[src/rtl/gmii_tx_arbiter.sv]
// -----------------------------------------------------------------------------
// gmii_tx_arbiter
//
// Two clients share one GMII transmit path. When the path is free (state IDLE
// and the PCS is not busy), one requesting client is granted. The block then
// emits PREAMBLE_LEN bytes of 0x55 and the 0xD5 SFD, and streams the client's
// bytes until the client marks the last byte. If the client fails to supply a
// byte while in DATA, the frame is aborted with a single TX_ER cycle. Every
// frame is followed by IPG_CYCLES idle cycles.
//
// Arbitration between simultaneous requests is round-robin: the client not
// granted most recently wins, and client 0 has priority after reset. Define
// GMII_TX_ARB_STRICT_PRIO_EN to use fixed priority instead: client 0 always
// wins, and the round-robin pointer is removed.
//
// Parameters
//   PREAMBLE_LEN   number of 0x55 preamble bytes sent before the SFD
//   IPG_CYCLES     number of idle cycles (TX_EN=0) spent in IPG after a frame
//
// Ports
//   GTX_CLK        transmit clock; all state changes on its rising edge
//   mr_main_reset  asynchronous, active-low reset
//   req0/req1      client requests to send a frame
//   vld0/vld1      client byte on data0/data1 is valid
//   data0/data1    client frame bytes (destination address onward)
//   last0/last1    marks the final byte of the frame (qualified by vldN)
//   transmitting   PCS busy flag; sampled only in IDLE
//   gnt0/gnt1      client owns the transmit path (registered, one-hot or zero)
//   rdy0/rdy1      client byte accepted this cycle (gntN AND state == DATA)
//   TXD/TX_EN/TX_ER  registered GMII transmit outputs
// -----------------------------------------------------------------------------
module gmii_tx_arbiter #(
    parameter int PREAMBLE_LEN = 7,
    parameter int IPG_CYCLES   = 12
) (
    input  logic       GTX_CLK,
    input  logic       mr_main_reset,
    input  logic       req0,
    input  logic       req1,
    input  logic       vld0,
    input  logic       vld1,
    input  logic [7:0] data0,
    input  logic [7:0] data1,
    input  logic       last0,
    input  logic       last1,
    input  logic       transmitting,
    output logic       gnt0,
    output logic       gnt1,
    output logic       rdy0,
    output logic       rdy1,
    output logic [7:0] TXD,
    output logic       TX_EN,
    output logic       TX_ER
);

    localparam int CNT_MAX = (PREAMBLE_LEN > IPG_CYCLES) ? PREAMBLE_LEN : IPG_CYCLES;
    localparam int CNT_W   = (CNT_MAX > 0) ? $clog2(CNT_MAX + 1) : 1;

    localparam logic [CNT_W-1:0] PRE_LAST = CNT_W'(PREAMBLE_LEN - 1);
    localparam logic [CNT_W-1:0] IPG_LAST = CNT_W'(IPG_CYCLES - 1);

    localparam logic [7:0] PRE_BYTE = 8'h55;
    localparam logic [7:0] SFD_BYTE = 8'hD5;

    typedef enum logic [2:0] {
        IDLE,
        PREAMBLE,
        SFD,
        DATA,
        IPG
    } state_t;

    state_t           state;
    logic [CNT_W-1:0] cnt;

`ifndef GMII_TX_ARB_STRICT_PRIO_EN
    // Client that wins the next simultaneous request.
    logic             rr_ptr;
`endif

    logic             any_req;
    logic             win;       // 0 = client 0, 1 = client 1
    logic             cur_vld;
    logic             cur_last;
    logic [7:0]       cur_data;

    assign any_req = req0 | req1;

    always_comb begin
`ifdef GMII_TX_ARB_STRICT_PRIO_EN
        win = ~req0;
`else
        // A lone requester always wins; a tie goes to the pointer.
        win = (req0 && req1) ? rr_ptr : req1;
`endif
    end

    // The granted client's byte stream; gnt1 alone is enough to select since
    // the grants are never both set.
    always_comb begin
        cur_vld  = gnt1 ? vld1  : vld0;
        cur_last = gnt1 ? last1 : last0;
        cur_data = gnt1 ? data1 : data0;
    end

    assign rdy0 = gnt0 && (state == DATA);
    assign rdy1 = gnt1 && (state == DATA);

    always_ff @(posedge GTX_CLK or negedge mr_main_reset) begin
        if (!mr_main_reset) begin
            state  <= IDLE;
            cnt    <= '0;
            TXD    <= 8'h00;
            TX_EN  <= 1'b0;
            TX_ER  <= 1'b0;
            gnt0   <= 1'b0;
            gnt1   <= 1'b0;
`ifndef GMII_TX_ARB_STRICT_PRIO_EN
            rr_ptr <= 1'b0;
`endif
        end else begin
            case (state)
                IDLE: begin
                    TXD   <= 8'h00;
                    TX_EN <= 1'b0;
                    TX_ER <= 1'b0;
                    cnt   <= '0;
                    if (any_req && !transmitting) begin
                        gnt0   <= ~win;
                        gnt1   <= win;
`ifndef GMII_TX_ARB_STRICT_PRIO_EN
                        rr_ptr <= ~win;
`endif
                        state  <= PREAMBLE;
                    end
                end

                PREAMBLE: begin
                    TXD   <= PRE_BYTE;
                    TX_EN <= 1'b1;
                    TX_ER <= 1'b0;
                    if (cnt == PRE_LAST) begin
                        cnt   <= '0;
                        state <= SFD;
                    end else begin
                        cnt <= cnt + 1'b1;
                    end
                end

                SFD: begin
                    TXD   <= SFD_BYTE;
                    TX_EN <= 1'b1;
                    TX_ER <= 1'b0;
                    cnt   <= '0;
                    state <= DATA;
                end

                DATA: begin
                    TX_EN <= 1'b1;
                    if (cur_vld) begin
                        TXD   <= cur_data;
                        TX_ER <= 1'b0;
                        if (cur_last) begin
                            gnt0  <= 1'b0;
                            gnt1  <= 1'b0;
                            cnt   <= '0;
                            state <= IPG;
                        end
                    end else begin
                        // Client ran dry mid-frame: poison the frame and stop.
                        TXD   <= 8'h00;
                        TX_ER <= 1'b1;
                        gnt0  <= 1'b0;
                        gnt1  <= 1'b0;
                        cnt   <= '0;
                        state <= IPG;
                    end
                end

                IPG: begin
                    TXD   <= 8'h00;
                    TX_EN <= 1'b0;
                    TX_ER <= 1'b0;
                    gnt0  <= 1'b0;
                    gnt1  <= 1'b0;
                    if (cnt == IPG_LAST) begin
                        cnt   <= '0;
                        state <= IDLE;
                    end else begin
                        cnt <= cnt + 1'b1;
                    end
                end

                default: begin
                    TXD   <= 8'h00;
                    TX_EN <= 1'b0;
                    TX_ER <= 1'b0;
                    gnt0  <= 1'b0;
                    gnt1  <= 1'b0;
                    cnt   <= '0;
                    state <= IDLE;
                end
            endcase
        end
    end

endmodule
[config.mk]
export PLATFORM = sky130hd
export DESIGN_NAME = gmii_tx_arbiter
export DESIGN_NICKNAME = d
export VERILOG_FILES = /design/src/rtl/gmii_tx_arbiter.sv
export SDC_FILE = /design/constraint.sdc
export NUM_CORES = 1
export LEC_CHECK = 0
export CAP_MARGIN = 20
export CORE_ASPECT_RATIO = 1.5
export CORE_MARGIN = 4
export CORE_UTILIZATION = 40
export DETAILED_ROUTE_END_ITERATION = 12
export PLACE_DENSITY = 0.73
export SYNTH_ARGS = -nofsm -noshare
export SYNTH_HDL_FRONTEND = slang
export SYNTH_SLANG_ARGS = --single-unit
[constraint.sdc]
create_clock -name GTX_CLK -period 1.55 [get_ports GTX_CLK]
set_input_delay 0.31 -clock GTX_CLK [delete_from_list [all_inputs] [get_ports GTX_CLK]]
set_output_delay 0.31 -clock GTX_CLK [all_outputs]
set_load 0.05 [all_outputs]
==> flow_summary.yaml <==
status:
  outcome: "finished, violations left"
  violations: "negative setup slack"
placed_design:
  io_buffer_count: 38
  gp_congestion: 0.796
  dp_hpwl_microns: 1820
critical_path:
  crit_path_start: "state[2]$_DFFE_PN0P_"
  worstPathRequired_ns: 1.24
  reg2reg_depth: 5
  crit_end: "rdy1"
  path_cells: "and3b_2 > and2_4 > buf_12"
  r2r-start: "state[0]$_DFFE_PN0P_"
  cp_max_fo: 4
  startpoint_type: "flip-flop"
  r2r_slack_ns: 0.09
  critPathSlowestCell: "dfrtp_1"
  arrival_ns: 1.29
  critical_path_class: "reg2out"
  cp_slowest_stage_delay_ns: 0.40
  r2r_end: "rr_ptr$_DFFE_PN0P_"
  endpoint_kind: "output port"
power:
  power.density_nw_per_um2: 1840
  peakVddDrop_mv: 1.26
  leakagePower_nw: 0.747
cells_and_area:
  multi_input_area_sq_um: 518
  drive_gt1_share_pct: 34.5
  layout_commonest_cell: "clkdlybuf4s50_1"
  finalNetCount: 167
  fillCellCount: 210
  diodes: 0
  syn_to_final_growth_pct: 52.3
  final_cell_mix: "24 x clkdlybuf4s50_1, 20 x buf_4, 16 x dfrtp_1"
  fin_util_pct: 64.7
  regArea_sq_um: 505
drt:
  drt-initial-drc-count: 7
  vias: 877
  vias_per_cell: 5.01
  drc: 0
  ant_nets: 0
  avgRoutedWirePerCell_microns: 13.3
  dr.pass1.iters: 4
  drt_wl_total_microns: 2340
logic_synthesis:
  postSynthCellCount: 90
  synth-seq-area-share_pct: 47.0
  ys_types: 39
  ys_ff_latch: 20
  avgSynthCellArea_sq_um: 11.8
  synth.largest_area_cell: "dfrtp_1"
  syn_area_sq_um: 1060
  synth.top_cells.by_area: "dfrtp_1 47%, mux2i_1 9.4%, a32oi_4 2.6%"
  syn-num-nets: 117
  synth_top_area_share_pct: 47.0
  yosys_warnings: 0
timing:
  skew_ns: 0.00476
  maxSlewViolCount: 0
  setup_viol: 2
  hold_viol_final: 0
  setup_slack_ns: -0.0511
  max-slew-margin-rel_pct: 80.1
  fmax_ghz: 0.625
  finalCritPeriodShare_pct: 103
  rsz0062_at_grt: "yes"
  tightestPinTransition_ns: 0.295
  finalCriticalPeriod_ns: 1.60
  hold_ws_ns: 0.339
floorplanning:
  die_area_sq_um: 3570
  num_rows: 22
  die_w_microns: 50.1
  start_util_pct: 42.5
  die_y_microns: 71.2
  core-area_sq_um: 2500
  ios: 39
grt:
  grt_use_total_pct: 14.2
  grt_pass1_vias: 913
  overflow: 0
  grt_max_degree: 21
  grt_pass1_wl_microns: 3970
  antenna_found_initial: 0
clocking:
  clk_path_buf_depth: 2
  cts_hold_buf: 0
  cts_root_buf: "clkbuf_4"
  h-tree-depth: 1
  cts_made_buffers: 3
  clk_latency_ns: 0.30
  path_clk_slew_ns: 0.12
  cts_tree: "built"
  clock_sinks: 20
worst_hold_path:
  worstHoldPathType: "in2async"
job:
  cap_violations: 0
==> worst max-delay path, delay by kind of cell, from the launching register on <==
family	cells	cell delay, ns
buffers and inverters	1	0.13
DFF	1	0.40
and+or+nand+nor	2	0.46
==> state kept, by name (all words and copies together) (netlist names) <==
signal / cells
TXD: 8
gnt1: 1
TX_EN: 1
gnt0: 1
TX_ER: 1
rr_ptr: 1
cnt: 4
state: 3
==> timing repair <==
action	CTS	global route
endpoints found under the setup margin	2	3
buffers inserted	3	1
pin swaps	1	2
resized for setup	4	4
==> logic make-up (layout without fill, tap and decap cells) <==
group                    count (synthesis)  count (layout)  synth area share [%]
AO/OA/AOI/OAI                           22              22                  15.5
XOR/XNOR                                 2               2                  1.65
adder cells (fa/ha/maj)                  2               2                  2.35
buffers and inverters                   11              60                  6.35
flip-flops                              20              20                  47.0
multiplexers                            11              11                  10.8
AND/OR/NAND/NOR                         22              22                  16.3
==> per-layer routing <==
metal / part of all wire (%) / wire length (microns) / up-vias / track usage [%]
met3: 8.9 / 209 / 2 / 4.63
met2: 53 / 1230 / 30 / 23.7
met1: 37 / 867 / 431 / 16.2
li1: - / - / 414 / -
met5: 0 / 0 / - / 0
met4: 1.0 / 24 / 0 / 6.46
==> cell type report <==
type | count | share of cell area, %
inverters | 7 | 1.62
flip-flops and latches | 20 | 31.2
repair buffers | 49 | 30.2
clock buffers | 4 | 2.24
well taps | 36 | 2.78
multi-input cells | 59 | 31.9
==> per-stage QoR <==
step	area [sq um]	instances	power [mW]	setup WS, ns	TNS (ns)
2_1_floorplan	1070	90	2.02	0.0664	0
3_3_place_gp	1530	167	2.56	-0.0826	-0.123
3_5_place_dp	1530	167	2.59	-0.129	-0.274
4_1_cts	1600	174	2.97	-0.0528	-0.0946
5_1_grt	1620	175	3.18	-0.0793	-0.147
6_report	1620	175	2.98	-0.0511	-0.0886
==> power breakdown <==
group          internal (mW)  total [mW]  switching, mW
Sequential             0.726       0.876          0.150
Combinational          0.797        1.80           1.00
Clock                  0.143       0.303          0.160
Total                   1.67        2.98           1.32
==> synthesized netlist by cell type <==
master    count
dfrtp_1      20
mux2i_1      10
inv_1         7
nor2_1        7
o21ai_0       5
o21ai_1       3
a21oi_1       2
and2_1        2
buf_6         2
ha_1          2
o22ai_1       2
a21o_1        1
a21o_2        1
a22o_1        1
a31oi_1       1
a32o_1        1
a32oi_4       1
and3b_2       1
buf_2         1
clkbuf_8      1
mux2_4        1
nand2_1       1
nand2_4       1
nand2b_1      1
nand3_1       1
nand3_4       1
nand3b_1      1
nand3b_4      1
nor2_2        1
nor3_2        1
nor3b_1       1
nor3b_4       1
o21ba_1       1
o21bai_1      1
o31ai_1       1
o32ai_1       1
or3_4         1
xnor2_1       1
xor2_1        1
==> how the worst min path moves through the flow <==
stage | start | endpoint | slack [ns] | cells past startpoint
2_1_floorplan | mr_main_reset | TXD[0]$_DFF_PN0_ | 0.01 | 0
3_5_place_dp | rr_ptr$_DFFE_PN0P_ | rr_ptr$_DFFE_PN0P_ | 0.50 | 1
3_3_place_gp | rr_ptr$_DFFE_PN0P_ | rr_ptr$_DFFE_PN0P_ | 0.50 | 1
4_1_cts | mr_main_reset | TXD[7]$_DFF_PN0_ | 0.34 | 2
6_report | mr_main_reset | TXD[3]$_DFF_PN0_ | 0.34 | 2
5_1_grt | mr_main_reset | gnt0$_DFFE_PN0P_ | 0.37 | 2
Note: power is estimated with default switching activity, not from simulation.
